<file path="src/rtl/serial_frame_rx.sv">
// Serial frame receiver: start=1, DATA_W bits LSB first, optional parity, stop=0.
// Delivers each good frame on a one-deep valid/ready output and flags parity, framing and overrun errors.
module serial_frame_rx #(
  parameter int DATA_W     = 8,
  parameter int PARITY_EN  = 1,
  parameter int PARITY_ODD = 0
) (
  input  logic              clk,
  input  logic              rst,
  input  logic              s_in,
  output logic [DATA_W-1:0] rx_data,
  output logic              rx_valid,
  input  logic              rx_ready,
  output logic              rx_perr,
  output logic              frame_err,
  output logic              overrun,
  output logic              busy
);
  // state  | meaning
  // IDLE   | line idle (0s), waiting for a start bit
  // DATA   | shifting in DATA_W data bits, LSB first
  // PARITY | sampling the parity bit
  // STOP   | sampling the stop bit, delivering or discarding the frame
  typedef enum logic [1:0] {S_IDLE, S_DATA, S_PARITY, S_STOP} state_t;

  localparam int CNT_W = (DATA_W > 1) ? $clog2(DATA_W) : 1;

  state_t              state_q, state_d;
  logic [CNT_W-1:0]    cnt_q, cnt_d;
  logic [DATA_W-1:0]   shreg_q, shreg_d;
  logic                perr_q, perr_d;
  logic [DATA_W-1:0]   rx_data_q, rx_data_d;
  logic                rx_valid_q, rx_valid_d;
  logic                rx_perr_q, rx_perr_d;
  logic                frame_err_q, frame_err_d;
  logic                overrun_q, overrun_d;
  logic                last_bit;

  assign last_bit = (cnt_q == CNT_W'(DATA_W - 1));

  always_ff @(posedge clk or posedge rst) begin
    if (rst) begin
      state_q     <= S_IDLE;
      cnt_q       <= '0;
      shreg_q     <= '0;
      perr_q      <= 1'b0;
      rx_data_q   <= '0;
      rx_valid_q  <= 1'b0;
      rx_perr_q   <= 1'b0;
      frame_err_q <= 1'b0;
      overrun_q   <= 1'b0;
    end else begin
      state_q     <= state_d;
      cnt_q       <= cnt_d;
      shreg_q     <= shreg_d;
      perr_q      <= perr_d;
      rx_data_q   <= rx_data_d;
      rx_valid_q  <= rx_valid_d;
      rx_perr_q   <= rx_perr_d;
      frame_err_q <= frame_err_d;
      overrun_q   <= overrun_d;
    end
  end

  always_comb begin
    state_d = state_q;
    case (state_q)
      S_IDLE:   if (s_in) state_d = S_DATA;
      S_DATA:   if (last_bit) state_d = (PARITY_EN != 0) ? S_PARITY : S_STOP;
      S_PARITY: state_d = S_STOP;
      S_STOP:   state_d = S_IDLE;
      default:  state_d = S_IDLE;
    endcase
  end

  always_comb begin
    cnt_d       = cnt_q;
    shreg_d     = shreg_q;
    perr_d      = perr_q;
    rx_data_d   = rx_data_q;
    rx_perr_d   = rx_perr_q;
    rx_valid_d  = rx_valid_q;
    frame_err_d = 1'b0;
    overrun_d   = 1'b0;

    if (rx_valid_q && rx_ready) rx_valid_d = 1'b0;

    case (state_q)
      S_IDLE: begin
        cnt_d  = '0;
        perr_d = 1'b0;
      end
      S_DATA: begin
        shreg_d = {s_in, shreg_q[DATA_W-1:1]};
        cnt_d   = cnt_q + CNT_W'(1);
      end
      S_PARITY: perr_d = (^{shreg_q, s_in}) ^ 1'(PARITY_ODD);
      S_STOP: begin
        // A bad stop bit discards the frame outright, so it can never also overrun.
        if (s_in) begin
          frame_err_d = 1'b1;
        end else if (!rx_valid_q || rx_ready) begin
          rx_data_d  = shreg_q;
          rx_perr_d  = (PARITY_EN != 0) ? perr_q : 1'b0;
          rx_valid_d = 1'b1;
        end else begin
          overrun_d = 1'b1;
        end
      end
      default: ;
    endcase
  end

  always_comb begin
    busy = (state_q != S_IDLE);
  end

  assign rx_data   = rx_data_q;
  assign rx_valid  = rx_valid_q;
  assign rx_perr   = rx_perr_q;
  assign frame_err = frame_err_q;
  assign overrun   = overrun_q;

endmodule

</file>
<file path="config.mk">
export PLATFORM = sky130hd
export DESIGN_NAME = serial_frame_rx
export DESIGN_NICKNAME = d
export VERILOG_FILES = /design/src/rtl/serial_frame_rx.sv
export SDC_FILE = /design/constraint.sdc
export NUM_CORES = 1
export LEC_CHECK = 0
export ABC_AREA = 1
export CELL_PAD_IN_SITES_DETAIL_PLACEMENT = 1
export CELL_PAD_IN_SITES_GLOBAL_PLACEMENT = 1
export CORE_UTILIZATION = 33
export CTS_BUF_LIST = sky130_fd_sc_hd__clkbuf_8
export DETAILED_ROUTE_END_ITERATION = 16
export PLACE_DENSITY_LB_ADDON = 0.08
export SETUP_SLACK_MARGIN = 0.05
export SYNTH_ARGS = -nofsm -noshare
export SYNTH_HDL_FRONTEND = slang
export SYNTH_SLANG_ARGS = --single-unit
</file>
<file path="constraint.sdc">
create_clock -name clk -period 1.4 [get_ports clk]
set_clock_uncertainty 0.15 [all_clocks]
set_input_delay 0.35 -clock clk [delete_from_list [all_inputs] [get_ports clk]]
set_output_delay 0.35 -clock clk [all_outputs]
set_load 0.01 [all_outputs]
</file>
# --- Word level (Yosys, flattened, before mapping) ---
# Index checks and enable logic that the tools add are counted.
word_totals:
  ff_bits: 26
  latch_bits: 0
  mem_bits_rw: 0
  rom_bits: 0
  in_bits: 4
  n_memories: 0
classes:
  add_sub_neg: 1
  multipliers: 0
  n_div: 0
  n_lt_le_gt_ge: 0
  eq_ne: 6
  shifts: 0
  n_mux: 14
  bitwise_logic: 1
  reduce_logical: 10
op_table:
  columns: ["cell", "n"]
  rows:
  - ["$mux W1", 9]
  - ["$reduce_xor A9 Y1", 1]
  - ["$pmux W2 S4", 1]
  - ["$pmux W3 S2", 1]
  - ["$reduce_bool A2 Y1", 3]
  - ["$eq A2 B2 Y1 const B", 2]
  - ["$mux W2", 2]
  - ["$ne A2 B2 Y1 const B", 2]
  - ["$add A3 B1 Y3 const B", 1]
  - ["$eq A3 B3 Y1 const B", 1]
  - ["$reduce_and A3 Y1", 1]
  - ["$eq A2 B1 Y1 const B", 1]
  - ["$logic_not A2 Y1", 1]
  - ["$pmux W1 S2", 1]
  - ["$reduce_and A2 Y1", 1]
  - ["$logic_and A1 B1 Y1", 1]
  - ["$logic_not A1 Y1", 1]
  - ["$logic_or A1 B1 Y1", 1]
  - ["$not A1 Y1", 1]

# --- Longest topological paths before layout ---
# Gate-level depths: netlist of run 1.
depth:
  ltp_word: 5
  mapped_depth: 10
  depth_no_buf: 10

# --- Worst setup path before layout of run 1 ---
# No wires, ideal clock.
synth_path:
  path_kind: "reg2reg"
  start: "reg state_q[0]"
  end: "reg rx_perr_q, in the netlist rx_perr"
  arrival_time_ns: 1.090
  required_time_ns: 1.125
  setup_slack_ns: 0.036
  stages_incl_launch_ff: 4
  period_less_slack_ns: 1.364
  path_cell_list: "dfrtp_1 -> ha_1 -> nand3_4 -> mux2_2"
synth_via:
  elab_chain_cells: 2
synth_lines:
  columns: ["item", "line", "text"]
  rows:
  - ["start, declared", "28", "state_t state_q, state_d;"]
  - ["start signal, assigned", "53", "state_q <= state_d;"]
  - ["$eq A2 B2 Y1", "88", "case (state_q)"]
  - ["$reduce_and A3 Y1 (no source line)", null, null]
  - ["end signal, assigned", "59", "rx_perr_q <= rx_perr_d;"]
  - ["end, declared", "34", "logic rx_perr_q, rx_perr_d;"]
# Every way passes these cells.
# A chain may end at the register's enable or synchronous reset.

# --- Worst setup path after layout of run 1 ---
layout_path:
  start: "reg state_q[1]"
  end: "out busy"
layout_via:
  elab_chain_cells: 1
layout_lines:
  columns: ["item", "line", "text"]
  rows:
  - ["$reduce_bool A2 Y1", "115", "busy = (state_q != S_IDLE);"]
  - ["end, declared", "17", "output logic busy"]
# Every way passes these cells.

==> results.yml, run 1 <==
detailed_routing:
  postRouteWirelength_um: 3024
  highest_layer: "met4"
  ant_nets: 0
  drt_iter0_markers: 33
  wire_per_inst_um: 13.87
  wl_met1_um: 1334
  drc: 0
  routed-wl-met2_um: 1613
  dr_wl_met3_um: 57
  vias_per_cell: 4.619
  first_pass_iters: 4
  num_vias: 1007
clock_tree:
  clk_path_buf_depth: 2
  cts_max_level: 1
  clock_latency_ns: 0.26
  cts_tree: "built"
  clk_pin_slew_ns: 0.09
  cts_buffers: 3
  cts_sinks: 26
  hold_buffers: 0
  root_buffer: "clkbuf_8"
synthesis:
  netlist_area_um2: 1187
  synth_cell_types: 19
  yosys.area_share.simple_pct: 18.97
  synth_mux_area_share_pct: 0.9484
  synth_top_family_by_area: "simple AND/OR/NAND/NOR gates"
  synth_area_per_cell_um2: 9.134
  syn-num-nets: 140
  yosysWarnings: 0
  syn_inst: 130
  synthAdderAreaFrac_pct: 6.322
  ys_seq_area_share_pct: 54.79
  synth_compound_area_share_pct: 10.43
  synth-xor-area-share_pct: 0.7376
  ys_ff_latch: 26
hold_path:
  min_path_type: "input pin to asynchronous set/reset pin"
finish:
  fillCellCount: 380
  instances_no_fill: 218
  multi_input_area_um2: 565.5
  seq_area_um2: 650.6
  area_growth_syn_to_layout_pct: 47.94
  nets: 184
  drive_gt1_share_pct: 43.60
  diodes: 0
critical_path:
  r2r-end: "rx_perr"
  rr_startpoint: "state_q[0]"
  cpMostUsedCell: "inv_2"
  crit_type: "flop to primary output"
  critPathSlowestCell: "dfrtp_1"
  crit_family: "flip-flops"
  path_cells: "inv_2 -> ha_4 -> inv_2 -> buf_6"
  crit_path_end_kind: "primary output"
  cp_max_fo: 2
  r2r_cells: 5
  critPathLaunchType: "flop"
  critical-path-max-stage-delay_ns: 0.40
  critPathBufInv: 3
  cp_data_arrival_time_ns: 1.03
  r2r_slack_ns: -0.10
  cp.required_ns: 0.90
floorplanning:
  die_y_um: 61.99
  die_area_um2: 3842
  core_area_um2: 3390
  placementRows: 21
  die_w_um: 61.99
  initial_core_util_pct: 35.03
  io_pins: 17
grt:
  overflow: 0
  grt_pass1_wl_um: 4319
  track_usage_pct: 15.64
  grt_max_degree: 27
  grt_pass1_vias: 984
  antenna_found_initial: 0
sta:
  slew_viol_final: 0
  timing.fmax_mhz: 653.0
  timing.final.ws_setup_ns: -0.1314
  finalCritPeriodShare_pct: 109.4
  finalHoldViolCount: 0
  tightest_slew_ns: 0.2158
  period_needed_ns: 1.531
  max_slew_margin_pct: 85.54
  finalSetupViolCount: 17
  setup_tns_ns: -0.5577
  rsz0062_at_grt: "true"
power_and_ir_drop:
  power_mw: 3.953
  p_per_area_nw_per_um2: 2250
  ir_drop_uv: 1123
  leakagePower_nw: 0.8870
placement:
  place_ws_ns: -0.3028
  dp_hpwl_um: 1927
  place_inst: 202
  gp_congestion: 0.6933
  numPortBuffers: 16
outcome:
  violations: "negative setup slack"
  status: "finished with violations"
run:
  maxCapViolations: 0
## Yosys cell counts
master	instances	area [µm²]
nand2_1	38	142.6
dfrtp_1	26	650.6
o21ai_0	19	95.09
inv_1	17	63.81
ha_1	6	75.07
nand3_1	4	20.02
nand2_2	3	18.77
nor2_1	3	11.26
a22o_1	2	17.52
buf_2	2	10.01
inv_2	2	7.510
a21oi_1	1	5.000
buf_6	1	11.26
mux2_2	1	11.26
nand3_2	1	10.01
nand3_4	1	17.52
nor3_1	1	5.000
o22ai_1	1	6.260
xnor2_1	1	8.760
## layout by cell type, fill, tap and decap left out, types with 4 or more instances in the layout
cell | netlist | layout
buf_2 | 2 | 12
buf_4 | 0 | 19
dfrtp_1 | 26 | 26
ha_4 | 0 | 4
inv_1 | 17 | 9
inv_2 | 2 | 10
nand2_1 | 38 | 34
nand2_2 | 3 | 7
o21ai_0 | 19 | 5
o21ai_1 | 0 | 13
## cell families (layout without fill, tap and decap cells)
family                     Yosys count  after routing
buffers and inverters               22             64
adders and majority gates            6              6
muxes                                1              1
xor gates and xnor gates             1              1
DFF                                 26             26
and+or+nand+nor                     51             51
AOI/OAI and AO/OA                   23             23
## metal layers
| layer | global-route usage (%) | vias up |
|---|---|---|
| li1 | - | 497 |
| met1 | 18.05 | 498 |
| met2 | 29.79 | 10 |
| met3 | 1.863 | 2 |
| met4 | 4.762 | 0 |
| met5 | 0 | - |
## through the flow
stage / cell area, µm² / utilization (%) / hold slack (ns)
finish: 1757 / 51.83 / 0.2618
global route: 1757 / 51.83 / 0.2799
CTS: 1574 / 46.44 / 0.2691
detailed placement: 1496 / 44.15 / 0.3248
global placement: 1496 / 44.15 / 0.3161
floorplan: 1190 / - / 0.2400
## state kept, by name (all words and copies together), names as in the netlist
name	cells
cnt_q	3
rx_perr	1
state_q	2
frame_err	1
shreg_q	8
rx_valid	1
overrun	1
rx_data	8
perr_q	1
## repair_timing
| action | in CTS | in global routing |
|---|---|---|
| gates resized for setup | 70 | 37 |
| buffers inserted | 4 | 8 |
| gates cloned | 0 | 2 |
| endpoints found under the setup margin | 36 | 24 |
| pin swaps | 2 | 10 |
## worst reg2reg max path: stages, from the launching register on
cell and delay (ns):
dfrtp_1 0.41, buf_4 0.14, buf_6 0.12, ha_4 0.16, nand3_4 0.11, mux2_4 0.31
## worst max-delay path by stage
stage	from	end	cells after the start
floorplan	cnt_q[0]	state_q[1]	5
global placement	state_q[0]	busy	4
detailed placement	state_q[0]	busy	4
CTS	state_q[1]	busy	4
global route	state_q[0]	busy	4
finish	state_q[1]	busy	4
## final cells by class
class,count,share of cell area (%)
repair buffers,42,21.08
flip-flops and latches,26,37.04
well taps,46,3.276
inverters,19,4.060
multi-input cells,82,32.19
clock buffers,3,2.350
## power by group
group          switching (mW)  internal, mW  total (mW)  leakage (nW)
sequential              0.195          1.04        1.24         0.339
combinational            1.14          1.16        2.30         0.526
clock                   0.227         0.193       0.420        0.0216
Note: power is estimated with default switching activity, not from simulation.
==> run 2: changes to the inputs <==
--- a/config.mk
+++ b/config.mk
@@ -8,11 +8,12 @@
 export ABC_AREA = 1
 export CELL_PAD_IN_SITES_DETAIL_PLACEMENT = 1
 export CELL_PAD_IN_SITES_GLOBAL_PLACEMENT = 1
-export CORE_UTILIZATION = 33
+export CORE_UTILIZATION = 38
 export CTS_BUF_LIST = sky130_fd_sc_hd__clkbuf_8
 export DETAILED_ROUTE_END_ITERATION = 16
 export PLACE_DENSITY_LB_ADDON = 0.08
 export SETUP_SLACK_MARGIN = 0.05
+export SLEW_MARGIN = 30
 export SYNTH_ARGS = -nofsm -noshare
 export SYNTH_HDL_FRONTEND = slang
 export SYNTH_SLANG_ARGS = --single-unit
==> results.yml, run 2 (synthesized netlist as in run 1, its figures left out) <==
outcome:
  status: "finished with violations"
  violations: "design-rule violations, negative setup slack"
critical_path:
  cp.required_ns: 0.90
  critPathLaunchType: "flop"
  cp_max_fo: 2
  cp_data_arrival_time_ns: 1.05
  crit_type: "flop to primary output"
  crit_path_end_kind: "primary output"
finish:
  diodes: 0
  final_core_util_pct: 60.31
  instances_no_fill: 203
  final_common_cell: "nand2_1"
  final_cell_mix: "32 x nand2_1, 26 x dfrtp_1, 21 x buf_4"
  area_growth_syn_to_layout_pct: 44.89
  drive_gt1_share_pct: 44.77
  nets: 183
  fin_area_um2: 1720
detailed_routing:
  ant_nets: 0
  vias_per_cell: 4.926
  first_pass_iters: 10
  num_vias: 1000
  wire_per_inst_um: 14.73
  postRouteWirelength_um: 2991
  drt_iter0_markers: 42
  drc: 2
clock_tree:
  clock_latency_ns: 0.27
  root_buffer: "clkbuf_8"
  cts_sinks: 26
  clk_pin_slew_ns: 0.09
  hold_buffers: 0
  clk_path_buf_depth: 2
  cts_tree: "built"
  cts_buffers: 3
  cts_max_level: 1
grt:
  track_usage_pct: 19.64
  overflow: 0
  grt_pass1_vias: 1021
  grt_max_degree: 27
  antenna_found_initial: 0
  grt_pass1_wl_um: 4857
sta:
  period_needed_ns: 1.547
  timing.fmax_mhz: 646.6
  finalCritPeriodShare_pct: 110.5
  timing.final.ws_setup_ns: -0.1466
  finalSetupViolCount: 6
  slew_viol_final: 0
  finalHoldViolCount: 0
  tightest_slew_ns: 0.1828
  max_slew_margin_pct: 87.69
  rsz0062_at_grt: "true"
  holdWs_ns: 0.2914
floorplanning:
  io_pins: 17
  initial_core_util_pct: 41.62
  die_area_um2: 3352
  core_area_um2: 2853
  die_y_um: 57.90
  placementRows: 19
  die_w_um: 57.90
power_and_ir_drop:
  ir_drop_uv: 1493
  p_per_area_nw_per_um2: 2290
  leakagePower_nw: 0.8780
placement:
  dpl_cell_area_um2: 1478
  place_ws_ns: -0.3058
  gp_congestion: 0.7725
  dp_hpwl_um: 1799
  place_inst: 187
  numPortBuffers: 16
run:
  maxCapViolations: 0
hold_path:
  min_path_type: "input pin to asynchronous set/reset pin"
[run 2: changes by cell type in the layout (fill, tap and decap cells not counted), moves of 2 or more]
cell / before / now
o21ai_0: 5 / 12
o21ai_1: 13 / 6
nand2_1: 34 / 32
buf_6: 3 / 1
nand2_2: 7 / 9
clkbuf_16: 2 / 0
buf_4: 19 / 21
[run 2: final cells by class]
class | instances | area (µm²)
Clock buffer | 4 | 55.05
Tap cell | 31 | 38.79
Inverter | 19 | 71.32
Multi-Input combinational cell | 82 | 559.3
Sequential cell | 26 | 650.6
Timing Repair Buffer | 41 | 345.3
Fill cell | 346 | 1132
[run 2: repair_timing]
item	4_1_cts	5_1_grt
buffers inserted	6	6
pin swaps	4	5
gates cloned	1	0
setup endpoints to repair	35	19
resized for setup	71	27
[run 2: final timing paths]
path | cells past startpoint | end | from | slack (ns)
min in group clk | 2 | rx_data[2] | rx_data[2] | 0.33
max in group asynchronous | 3 | shreg_q[4] | rst | 0.65
worst min-delay path | 3 | frame_err | rst | 0.29
worst max register to register | 6 | rx_data[6] | state_q[0] | -0.02
worst min register to register | 2 | rx_data[2] | rx_data[2] | 0.33
worst max-delay path | 4 | busy | state_q[1] | -0.15
[run 2: layer usage]
layer	part of all wire, %	up-vias	GRT usage [%]
met4	3.9	0	12.59
li1	-	491	-
met2	48	23	31.53
met3	3.0	11	2.902
met1	45	475	24.78
met5	0	-	0
[run 2: worst max-delay path, stage by stage (launching register included)]
cell and delay [ns]:
dfrtp_1 0.40, inv_2 0.09, ha_4 0.14, inv_2 0.04, buf_6 0.11
[run 2: power by group]
group / leakage, nW / internal (mW) / switching, mW
clock: 0.0288 / 0.252 / 0.238
combinational: 0.510 / 1.08 / 1.14
sequential: 0.339 / 1.04 / 0.191
[run 2: per-stage QoR]
step	power [mW]	TNS, ns
after floorplan	2.142	0
after global placement	2.770	-3.065
after detailed placement	2.855	-3.352
after CTS	3.554	-0.2816
after global routing	4.261	-0.9188
final	3.939	-0.2124
==> run 3: changes to the inputs <==
--- a/config.mk
+++ b/config.mk
@@ -8,6 +8,7 @@
 export ABC_AREA = 1
 export CELL_PAD_IN_SITES_DETAIL_PLACEMENT = 1
 export CELL_PAD_IN_SITES_GLOBAL_PLACEMENT = 1
+export CORE_ASPECT_RATIO = 0.8
 export CORE_UTILIZATION = 38
 export CTS_BUF_LIST = sky130_fd_sc_hd__clkbuf_8
 export DETAILED_ROUTE_END_ITERATION = 16
==> results.yml, run 3 (synthesized netlist as in run 1, its figures left out) <==
sta:
  finalHoldViolCount: 0
  slew_viol_final: 0
  rsz0062_at_grt: "true"
  tightest_slew_ns: 0.3219
  period_needed_ns: 1.587
  finalCritPeriodShare_pct: 113.4
  max_slew_margin_pct: 78.54
  timing.fmax_mhz: 630.0
  timing.final.ws_setup_ns: -0.1872
  finalSetupViolCount: 14
run:
  maxCapViolations: 0
finish:
  final_common_cell: "dfrtp_1"
  instances_no_fill: 217
  fin_area_um2: 1897
  fillCellCount: 304
  drive_gt1_share_pct: 59.78
  area_growth_syn_to_layout_pct: 59.75
  diodes: 0
  final_cell_mix: "26 x dfrtp_1, 21 x buf_4, 18 x nand2_2"
  final_core_util_pct: 66.06
  nets: 190
clock_tree:
  clock_latency_ns: 0.28
  root_buffer: "clkbuf_8"
  cts_tree: "built"
  cts_buffers: 3
  cts_max_level: 1
  hold_buffers: 0
  clk_path_buf_depth: 2
  clk_pin_slew_ns: 0.10
  cts_sinks: 26
placement:
  dpl_cell_area_um2: 1486
  gp_congestion: 0.7743
  numPortBuffers: 16
  dp_hpwl_um: 2056
  place_inst: 194
  place_ws_ns: -0.3384
hold_path:
  min_path_type: "input pin to asynchronous set/reset pin"
grt:
  grt_pass1_wl_um: 5223
  antenna_found_initial: 0
  grt_max_degree: 27
  overflow: 0
  track_usage_pct: 21.84
  grt_pass1_vias: 1082
floorplanning:
  die_y_um: 52
  initial_core_util_pct: 41.35
  io_pins: 17
  die_w_um: 64.50
  placementRows: 17
  die_area_um2: 3354
  core_area_um2: 2872
outcome:
  status: "finished with violations"
  violations: "negative setup slack"
detailed_routing:
  postRouteWirelength_um: 3890
  drt_iter0_markers: 16
  routed-wl-met2_um: 1960
  dr_wl_met3_um: 170
  wl_met1_um: 1641
  first_pass_iters: 4
  num_vias: 1099
  highest_layer: "met4"
  drc: 0
  ant_nets: 0
  vias_per_cell: 5.065
  wire_per_inst_um: 17.93
critical_path:
  cp.required_ns: 0.90
  crit_path_end_kind: "primary output"
  critPathLaunchType: "flop"
  crit_type: "flop to primary output"
  rr_startpoint: "state_q[0]"
  cp_data_arrival_time_ns: 1.09
  crit_start: "state_q[0]"
  r2r_slack_ns: -0.14
  r2r_cells: 6
  critPathCapture: "busy"
  r2r-end: "cnt_q[1]"
  cp_max_fo: 2
power_and_ir_drop:
  ir_drop_uv: 1454
  power_mw: 4.691
  p_per_area_nw_per_um2: 2473
  leakagePower_nw: 0.9637
-- run 3: cell count changes in the layout (fill, tap and decap cells not counted), moves of 6 or more --
cell,change
nand2_1,-15
o21ai_0,-12
nand2_2,+9
buf_6,+7
nand2_4,+6
o21ai_1,+6
o21ai_2,+6
-- run 3: cell type report --
class                   instances  area (µm²)  area share (%)
inverters                      19       71.32           3.760
clock inverters                 1       30.03           1.583
well taps                      38       47.55           2.507
clock buffers                   3       41.29           2.177
multi-input cells              82       649.4           34.23
flip-flops and latches         26       650.6           34.30
repair buffers                 48       406.6           21.44
-- run 3: metal layers --
layer,track usage (%),vias to the layer above
li1,-,507
met5,0,-
met3,4.167,12
met2,39.82,38
met4,6.667,0
met1,26.23,542
-- run 3: how the worst min path moves through the flow --
stage                 endpoint  slack (ns)  cells past startpoint
floorplan             cnt_q[0]        0.24                      1
global placement    rx_data[3]        0.31                      2
detailed placement  rx_data[4]        0.32                      2
CTS                 rx_data[2]        0.27                      3
global route          cnt_q[0]        0.29                      3
finish                 rx_perr        0.26                      3
-- run 3: where the power goes --
| group | switching [mW] | internal, mW | total, mW |
|---|---|---|---|
| Sequential | 0.238 | 1.04 | 1.28 |
| Clock | 0.249 | 0.383 | 0.632 |
| Combinational | 1.47 | 1.31 | 2.78 |
| Total | 1.95 | 2.74 | 4.69 |
-- run 3: repair_timing --
| action | CTS | global route |
|---|---|---|
| gates cloned | 3 | 1 |
| endpoints found under the hold margin | 0 | 0 |
| pin swaps | 5 | 10 |
| setup endpoints to repair | 36 | 27 |
| resized for setup | 81 | 69 |
| setup buffers | 8 | 9 |
-- run 3: per-stage QoR --
| stage | hold WS [ns] | TNS [ns] |
|---|---|---|
| final | 0.2573 | -1.054 |
| after global routing | 0.2856 | -1.828 |
| after CTS | 0.2653 | -0.9370 |
| after detailed placement | 0.3246 | -4.336 |
| after global placement | 0.3140 | -3.199 |
| after floorplan | 0.2400 | 0 |
-- run 3: critical path: stages (launching register included) --
cell	delay, ns
dfrtp_1	0.42
inv_2	0.10
ha_4	0.14
inv_2	0.04
buf_6	0.12
